**config.mk**
```make
export PLATFORM = sky130hd
export DESIGN_NAME = auth_session_controller
export DESIGN_NICKNAME = d
export VERILOG_FILES = /design/src/rtl/auth_session_controller.sv
export SDC_FILE = /design/constraint.sdc
export NUM_CORES = 1
export LEC_CHECK = 0
export CAP_MARGIN = 30
export CORE_ASPECT_RATIO = 0.9
export CORE_UTILIZATION = 25
export DETAILED_ROUTE_END_ITERATION = 16
export GPL_TIMING_DRIVEN = 0
export SETUP_SLACK_MARGIN = 0.05
export SYNTH_ARGS = -nofsm -noshare
export SYNTH_HDL_FRONTEND = slang
export SYNTH_SLANG_ARGS = --single-unit
```
**constraint.sdc**
```tcl
create_clock -name clk -period 2.3 [get_ports clk]
set_input_delay 0.46 -clock clk [delete_from_list [all_inputs] [get_ports clk]]
set_output_delay 0.46 -clock clk [all_outputs]
set_load 0.05 [all_outputs]
```
**src/rtl/auth_session_controller.sv**
```systemverilog
// auth_session_controller
//   Session controller around the combinational permission circuit. A login
//   code is latched and driven out on code_out. The resulting permission
//   vector is sampled one cycle later. On success a session opens that gates
//   req against the sampled permissions. The session closes on logout or
//   after TIMEOUT idle cycles.
//
//   Optional feature: define AUTH_LOCKOUT_EN to build the LOCKED state.
//   MAX_FAILS consecutive failed logins then lock the user out for
//   LOCK_CYCLES cycles. Without it, failures always return to IDLE and lock
//   is tied 0.
//
// Ports
//   clk, rst        single clock, synchronous active-high reset
//   login, logout   level controls, sampled every cycle
//   user_code[2:0]  {A,B,C} login code, sampled with login
//   code_out[2:0]   latched code driven to the permission circuit
//   perm_in[0:6]    permission vector P[0:6] returned for code_out
//   req[0:6]        per-resource access requests
//   grant[0:6]      registered grants (req & sampled permissions)
//   session_active  high while a session is open
//   timeout         one-cycle pulse after an inactivity logout
//   lock            high while locked out
//   fail_count      consecutive failed logins (saturating)
module auth_session_controller #(
  parameter int TIMEOUT     = 8,
  parameter int MAX_FAILS   = 3,
  parameter int LOCK_CYCLES = 16
) (
  input  logic                           clk,
  input  logic                           rst,
  input  logic                           login,
  input  logic                           logout,
  input  logic [2:0]                     user_code,
  output logic [2:0]                     code_out,
  input  logic [0:6]                     perm_in,
  input  logic [0:6]                     req,
  output logic [0:6]                     grant,
  output logic                           session_active,
  output logic                           timeout,
  output logic                           lock,
  output logic [$clog2(MAX_FAILS+1)-1:0] fail_count
);

  localparam int FCW = $clog2(MAX_FAILS + 1);
  localparam int TW  = $clog2(TIMEOUT);

  if (TIMEOUT < 2)     begin : g_chk_to  $error("TIMEOUT must be >= 2");     end
  if (MAX_FAILS < 1)   begin : g_chk_mf  $error("MAX_FAILS must be >= 1");   end
  if (LOCK_CYCLES < 1) begin : g_chk_lc  $error("LOCK_CYCLES must be >= 1"); end

  typedef enum logic [1:0] {IDLE, EVAL, ACTIVE, LOCKED} state_t;

  state_t         state_q, state_d;
  logic [2:0]     code_q, code_d;
  logic [0:6]     perm_q, perm_d;
  logic [0:6]     grant_q, grant_d;
  logic [TW-1:0]  timer_q, timer_d;
  logic [FCW-1:0] fail_q, fail_d;
  logic           timeout_q, timeout_d;

`ifdef AUTH_LOCKOUT_EN
  localparam int LCW = (LOCK_CYCLES > 1) ? $clog2(LOCK_CYCLES) : 1;
  logic [LCW-1:0] lcnt_q, lcnt_d;
`endif

  always_comb begin
    state_d   = state_q;
    code_d    = code_q;
    perm_d    = perm_q;
    grant_d   = '0;
    timer_d   = timer_q;
    fail_d    = fail_q;
    timeout_d = 1'b0;
`ifdef AUTH_LOCKOUT_EN
    lcnt_d    = lcnt_q;
`endif
    case (state_q)
      IDLE: begin
        if (login) begin
          code_d  = user_code;
          state_d = EVAL;
        end
      end
      EVAL: begin
        // P[0] alone does not grant a session; only P[1:6] decide success.
        if (perm_in[1:6] == 6'b0) begin
          fail_d  = (fail_q == FCW'(MAX_FAILS)) ? fail_q : fail_q + FCW'(1);
          code_d  = '0;
          state_d = IDLE;
`ifdef AUTH_LOCKOUT_EN
          if (fail_d == FCW'(MAX_FAILS)) begin
            state_d = LOCKED;
            lcnt_d  = LCW'(LOCK_CYCLES - 1);
          end
`endif
        end else begin
          perm_d  = perm_in;
          fail_d  = '0;
          timer_d = TW'(TIMEOUT - 1);
          state_d = ACTIVE;
        end
      end
      ACTIVE: begin
        if (logout) begin
          perm_d  = '0;
          code_d  = '0;
          state_d = IDLE;
        end else if (|req) begin
          grant_d = req & perm_q;
          timer_d = TW'(TIMEOUT - 1);
        end else if (timer_q == '0) begin
          // Pulse lands in the first IDLE cycle.
          timeout_d = 1'b1;
          perm_d    = '0;
          code_d    = '0;
          state_d   = IDLE;
        end else begin
          timer_d = timer_q - TW'(1);
        end
      end
`ifdef AUTH_LOCKOUT_EN
      LOCKED: begin
        if (lcnt_q == '0) begin
          fail_d  = '0;
          state_d = IDLE;
        end else begin
          lcnt_d = lcnt_q - LCW'(1);
        end
      end
`endif
      default: state_d = IDLE;
    endcase
  end

  always_ff @(posedge clk) begin
    if (rst) begin
      state_q   <= IDLE;
      code_q    <= '0;
      perm_q    <= '0;
      grant_q   <= '0;
      timer_q   <= '0;
      fail_q    <= '0;
      timeout_q <= 1'b0;
`ifdef AUTH_LOCKOUT_EN
      lcnt_q    <= '0;
`endif
    end else begin
      state_q   <= state_d;
      code_q    <= code_d;
      perm_q    <= perm_d;
      grant_q   <= grant_d;
      timer_q   <= timer_d;
      fail_q    <= fail_d;
      timeout_q <= timeout_d;
`ifdef AUTH_LOCKOUT_EN
      lcnt_q    <= lcnt_d;
`endif
    end
  end

  assign code_out       = code_q;
  assign grant          = grant_q;
  assign session_active = (state_q == ACTIVE);
  assign timeout        = timeout_q;
  assign fail_count     = fail_q;
`ifdef AUTH_LOCKOUT_EN
  assign lock = (state_q == LOCKED);
`else
  assign lock = 1'b0;
`endif

endmodule

```
==> impl_metrics.ini <==
[outcome]
outcome = finished, final reports clean

[timing]
period_share = 0.897
hold_ws_ns = 0.462
tightest_slew_ns = 0.765
clock_skew_ns = 0.00918
slew-limit-headroom = 0.487
worst_slack_ns = 0.237
hold_violations = 0
fmax_ghz = 0.485
setup_violations = 0
rsz0062_at_grt = false
fin_crit_ns = 2.06
maxSlewViolCount = 0

[synth]
synthSimpleGateAreaFrac = 0.234
synth_xor_area_frac = 0
synth-edff-count = 0
synth_compound_area_frac = 0.169
ys_ff_latch = 25
syn_area_per_cell_um2 = 9.44
syn_inst = 121
synthAdderAreaFrac = 0.0657
async_flop_share = 0
synth-seq-area-share = 0.438
ys_types = 38
synth_top_family_by_area = simple AND/OR/NAND/NOR gates
netlist_area_mm2 = 0.00114
ys.flop_type = dfxtp_1
synthesis.nets = 148
synth.area.mux_share = 0.0361
yosysWarnings = 0

[die]
dieWidth_um = 73.3
num_rows = 22
fp.dieArea_mm2 = 0.00484
ios = 36
chipHeight_um = 66.1
initial_core_util = 0.269
core_mm2 = 0.00424

[placed_design]
io_buffers = 34
dpl.hpwl_um = 2050
place_congestion = 0.750
place_ws_ns = -0.0547

[drt]
routed-via-count = 1015
wl_um = 2600
viasPerCell = 4.63
drc = 0
drt-initial-drc-count = 70
drtAntennaViolNets = 0
dr.pass1.iters = 4
avgRoutedWirePerCell_um = 11.9

[worst_setup_path]
end_kind = primary output
cpMaxStageDelayCell = dlygate4sd2_1
max_stage_delay_ns = 0.57
worstPathRequired_ns = 1.84
cp_max_fo = 9
worst-endpoint-arrival_ns = 1.60
startpoint_type = register
crit_chain = inv_1 -> ha_1 -> dlygate4sd2_1
crit_type = register to primary output

[global_route]
grt_usage = 0.116
grt_pass1_wl_um = 4440
antenna_found_initial = 0
grt_pass1_vias = 1076
grt_max_degree = 17
grt-ovfl-total = 0

[clock_network]
cts.root.buffer_cell = clkbuf_8
post_cts_buffers = 0
clk_latency_ns = 0.27
clockBufferDepth = 2
postCtsHoldBufs = 0
clk_pin_slew_ns = 0.09
cts_tree = built
clock_sinks = 25
htreeDepth = 1
cts_buffers = 3

[final_layout]
drive_above_1_share = 0.119
fin_nets = 187
area_growth_pct = 41.4
layout_commonest_cell = clkdlybuf4s50_1
diodes = 0
multi_input_area_um2 = 589
final_cell_mix = clkdlybuf4s50_1, dfxtp_1, nand2_1
fillers = 432
seq_area_um2 = 500

[power_and_ir_drop]
internal_power_mw = 0.690
power_switching_share = 0.296
p_seq_frac = 0.481
p_leak_nw = 0.606
clkPwrFrac = 0.283
pwr-share-comb = 0.236
switching_power_mw = 0.290
powerDensity_mw_per_mm2 = 606
vdd_drop_max_v = 0.000217

[hold_path]
min_path_type = register to register

[run]
cap_violations = 0
-- synth_stat cells, types with 2 or more instances --
cell type   n  share of area
a211oi_1    5          0.033
a21oi_1    10          0.044
and3_1      6          0.033
and3_2      2          0.013
dfxtp_1    25           0.44
ha_1        6          0.066
inv_1       9          0.030
mux2i_1     3          0.026
nand2_1    12          0.039
nand3_1     3          0.013
nor2_1      5          0.016
nor4_4      2          0.037
o21ai_0     8          0.035
-- layer usage --
| metal | routed length (um) | global-route usage | up-vias | share of wire |
|---|---|---|---|---|
| met3 | 146 | 0.0290 | 2 | 0.056 |
| met4 | 8 | 0.0343 | 0 | 0.0031 |
| met2 | 1280 | 0.215 | 32 | 0.49 |
| met1 | 1170 | 0.129 | 475 | 0.45 |
| met5 | 0 | 0 | - | 0 |
| li1 | - | - | 506 | - |
-- critical path, delay by kind of cell (launching register included) --
kind	cells	cell delay, ns
buffers and inverters	2	0.65
DFF	1	0.35
adders and majority gates	1	0.33
-- cells by family (layout without fill, tap and decap cells) --
family                   after synthesis  in the layout
AND/OR/NAND/NOR                       41             41
AO/OA/AOI/OAI                         31             31
flip-flops                            25             25
buffers and inverters                 13             51
adder cells (fa/ha/maj)                6              6
multiplexers                           4              4
other                                  1              1
-- sequential cells by signal, summed over array words and instances, names as in the netlist --
name	count
fail_count	2
state_q	2
timeout	1
grant	7
code_out	3
timer_q	3
perm_q	7
-- cell type report --
cell class / count / area share
multi-input combinational: 83 / 0.365
sequential: 25 / 0.310
timing repair buffer: 34 / 0.210
tap: 60 / 0.0465
clock buffer: 3 / 0.0256
inverter: 9 / 0.0209
buffer: 4 / 0.0170
clock inverter: 1 / 0.00542
-- path summary, 6_finish.rpt --
path                                  start             end  slack, ns  cells after the start
worst max-delay path             state_q[0]  session_active       0.24                      3
worst min-delay path            code_out[0]     code_out[0]       0.46                      2
worst max register to register   timer_q[0]     code_out[1]       0.41                      7
worst min register to register  code_out[0]     code_out[0]       0.46                      2
-- metrics by stage --
step | utilization | instances | power, mW | cell area, um^2 | TNS [ns]
after global routing | 0.381 | 219 | 1.03 | 1620 | 0
after global placement | 0.367 | 215 | 0.705 | 1560 | 0
after floorplan | - | 121 | 0.625 | 1140 | 0
after detailed placement | 0.367 | 215 | 0.712 | 1560 | -0.0808
after CTS | 0.379 | 219 | 0.984 | 1610 | 0
final | 0.381 | 219 | 0.979 | 1620 | 0
-- power groups by stage --
stage	registers [mW]	clock network, mW	logic (mW)
floorplan	0.502	0	0.123
global placement	0.480	0	0.224
detailed placement	0.482	0	0.230
CTS	0.472	0.281	0.231
global route	0.475	0.301	0.255
finish	0.471	0.277	0.231
-- what timing repair did --
action	CTS	global route
hold endpoints to repair	0	0
resized for setup	1	1
setup endpoints to repair	1	1
Note: power is estimated with default switching activity, not from simulation.
==> edit (config.mk and constraints unchanged) <==
Remove the register `timeout_q`: a continuous assignment takes its place, so the output `timeout` follows one clock earlier.
--- a/src/rtl/auth_session_controller.sv
+++ b/src/rtl/auth_session_controller.sv
@@ -142,5 +142,4 @@
       timer_q   <= '0;
       fail_q    <= '0;
-      timeout_q <= 1'b0;
 `ifdef AUTH_LOCKOUT_EN
       lcnt_q    <= '0;
@@ -153,5 +152,4 @@
       timer_q   <= timer_d;
       fail_q    <= fail_d;
-      timeout_q <= timeout_d;
 `ifdef AUTH_LOCKOUT_EN
       lcnt_q    <= lcnt_d;
@@ -159,4 +157,6 @@
     end
   end
+
+  assign timeout_q = timeout_d;
 
   assign code_out       = code_q;
Check against the original RTL: not equivalent (a bounded check fails within 10 cycles, from zero or initial values and one cycle with rst high).
==> edit against the unedited design <==
- worst setup slack got worse by 0.11 ns
- sequential share of layout area is 2.7 points lower
- via count up 0.89%
- sequential cell count is 1 lower
- design area increased by 5.1%
- worst hold slack gained 0.010 ns
- clock power up 33%
- register-to-register slack lost 0.11 ns
- total power rose by 12%
- synthesized area increased by 0.77%
- clock skew fell by 0.0056 ns
- maximum frequency fell by 5.2%
- utilization up 0.21 points
- wire length up 2.0%
- critical path type is now input pin to output port
- highest routed layer unchanged
==> edit: results <==
{
  "met1_usage_pct": 15.1,
  "grt_usage_pct": 12.1,
  "slew_headroom_pct": 48.2,
  "hold_path.class": "flop to flop",
  "nFillCells": 492,
  "outcome": "complete, no violations",
  "synth_warnings": 0,
  "routed_via_density": 4.51,
  "cts_root_buf": "clkbuf_8",
  "portBuffers": 34,
  "grt.met3_usage_pct": 4.42,
  "nets": 193,
  "hold_depth": 2,
  "final_layout_size_suffix_gt1_share_pct": 13.3,
  "grt_max_degree": 15,
  "antenna_found_initial": 0,
  "drc": 0,
  "drtIter0Drc": 62,
  "drt-pass1-iter-count": 4,
  "grt_pass1_wl_mm": 4.50,
  "p_int_mw": 0.793,
  "gp_congestion": 0.795,
  "grtUsageMet2_pct": 19.3,
  "hold_slack_ns": 0.472,
  "cts_buffers": 3,
  "reg2reg_setup_slack_ns": 0.30,
  "clkTransAtPathRegs_ns": 0.09,
  "ys_top_cells_by_area": "dfxtp_1, ha_1, a21oi_1, o21ai_0, and3_1",
  "timing.rr.end": "timer_q[1]",
  "syn_nets": 151,
  "wl_per_cell_microns": 11.7,
  "finClkSkew_ns": 0.00358,
  "cts_htree_levels": 1,
  "crit_fanout": 3,
  "dp_hpwl_mm": 1.94,
  "ir_drop_mv": 0.365,
  "async_reset_ff_share_pct": 0,
  "n_antenna_cell": 0,
  "clockBufferDepth": 2,
  "ys_seq_area_share_pct": 41.7,
  "cellLeakagePower_nw": 0.678,
  "min_from": "perm_q[3]",
  "place_ws_ns": -0.819,
  "worstRegToRegCells": 6,
  "holdPathEnd": "perm_q[3]",
  "ys_types": 38,
  "rr_startpoint": "state_q[0]",
  "first_global_vias": 1028,
  "synthTopCellsByCount": "dfxtp_1, a21oi_1, inv_1, o21ai_0, nor2_1",
  "clock_latency_ns": 0.27
}
## edit: cell types whose count changed in the layout (fill, tap and decap cells not counted), moves of 3 or more
cell             delta
dlymetal6s2s_1      +3
nand2_1            -11
nor2_1              +3
clkdlybuf4s50_1     -5
buf_4               +3
a211oi_1            -4
nand3_1             +4
nand2b_1            +5
## edit: metrics by stage
step / cell area [sq um] / utilization (%) / cells
global route: 1700 / 38.3 / 227
floorplan: 1150 / - / 124
detailed placement: 1570 / 35.4 / 220
global placement: 1570 / 35.4 / 220
CTS: 1670 / 37.7 / 226
finish: 1700 / 38.3 / 227
## edit: area by class of cell
class	count	area share (%)
tap	62	4.57
timing repair buffer	37	22.0
clock buffer	3	2.43
sequential	24	28.3
clock inverter	1	1.77
buffer	3	0.884
inverter	10	2.21
multi-input combinational	87	37.9
## edit: per-layer routing
metal / part of all wire [%] / wire length [microns]
met1: 50 / 1310
met2: 42 / 1110
met3: 8.0 / 211
met4: 0.38 / 10
met5: 0 / 0
## edit: cell families (layout without fill, tap and decap cells)
group           after synthesis  after routing  share of synthesized area (%)
compound gates               33             33                           19.5
fa+ha+maj                     6              6                           6.52
buf+inv                      13             54                           4.56
flops                        24             24                           41.7
mux                           4              4                           3.59
other cells                   1              1                          0.326
simple gates                 43             43                           23.8
## edit: power groups by stage
| stage | registers, mW | clock network [mW] | logic [mW] |
|---|---|---|---|
| after floorplan | 0.491 | 0 | 0.149 |
| after global placement | 0.469 | 0 | 0.258 |
| after detailed placement | 0.469 | 0 | 0.260 |
| after CTS | 0.460 | 0.385 | 0.263 |
| after global routing | 0.464 | 0.400 | 0.291 |
| final | 0.460 | 0.369 | 0.264 |
## edit: worst max-delay path by stage
stage | start | end | slack [ns] | cells after the start
3_3_place_gp | req[4] | timeout | -0.81 | 5
5_1_grt | req[6] | timeout | 0.06 | 5
6_report | req[6] | timeout | 0.12 | 5
3_5_place_dp | req[4] | timeout | -0.82 | 5
4_1_cts | req[1] | timeout | 0.01 | 5
2_1_floorplan | state_q[0] | timer_q[1] | 0.26 | 6
## edit: critical path, cell delays in order
cell and delay [ns]:
clkdlybuf4s50_1 0.46, nor3_4 0.24, and2_4 0.19, and4_4 0.22, buf_8 0.14
## edit: repair_timing
action / 4_1_cts / 5_1_grt
buffers inserted: 2 / 1
gates resized for setup: 12 / 6
setup endpoints to repair: 2 / 1
pin swaps: 1 / 3
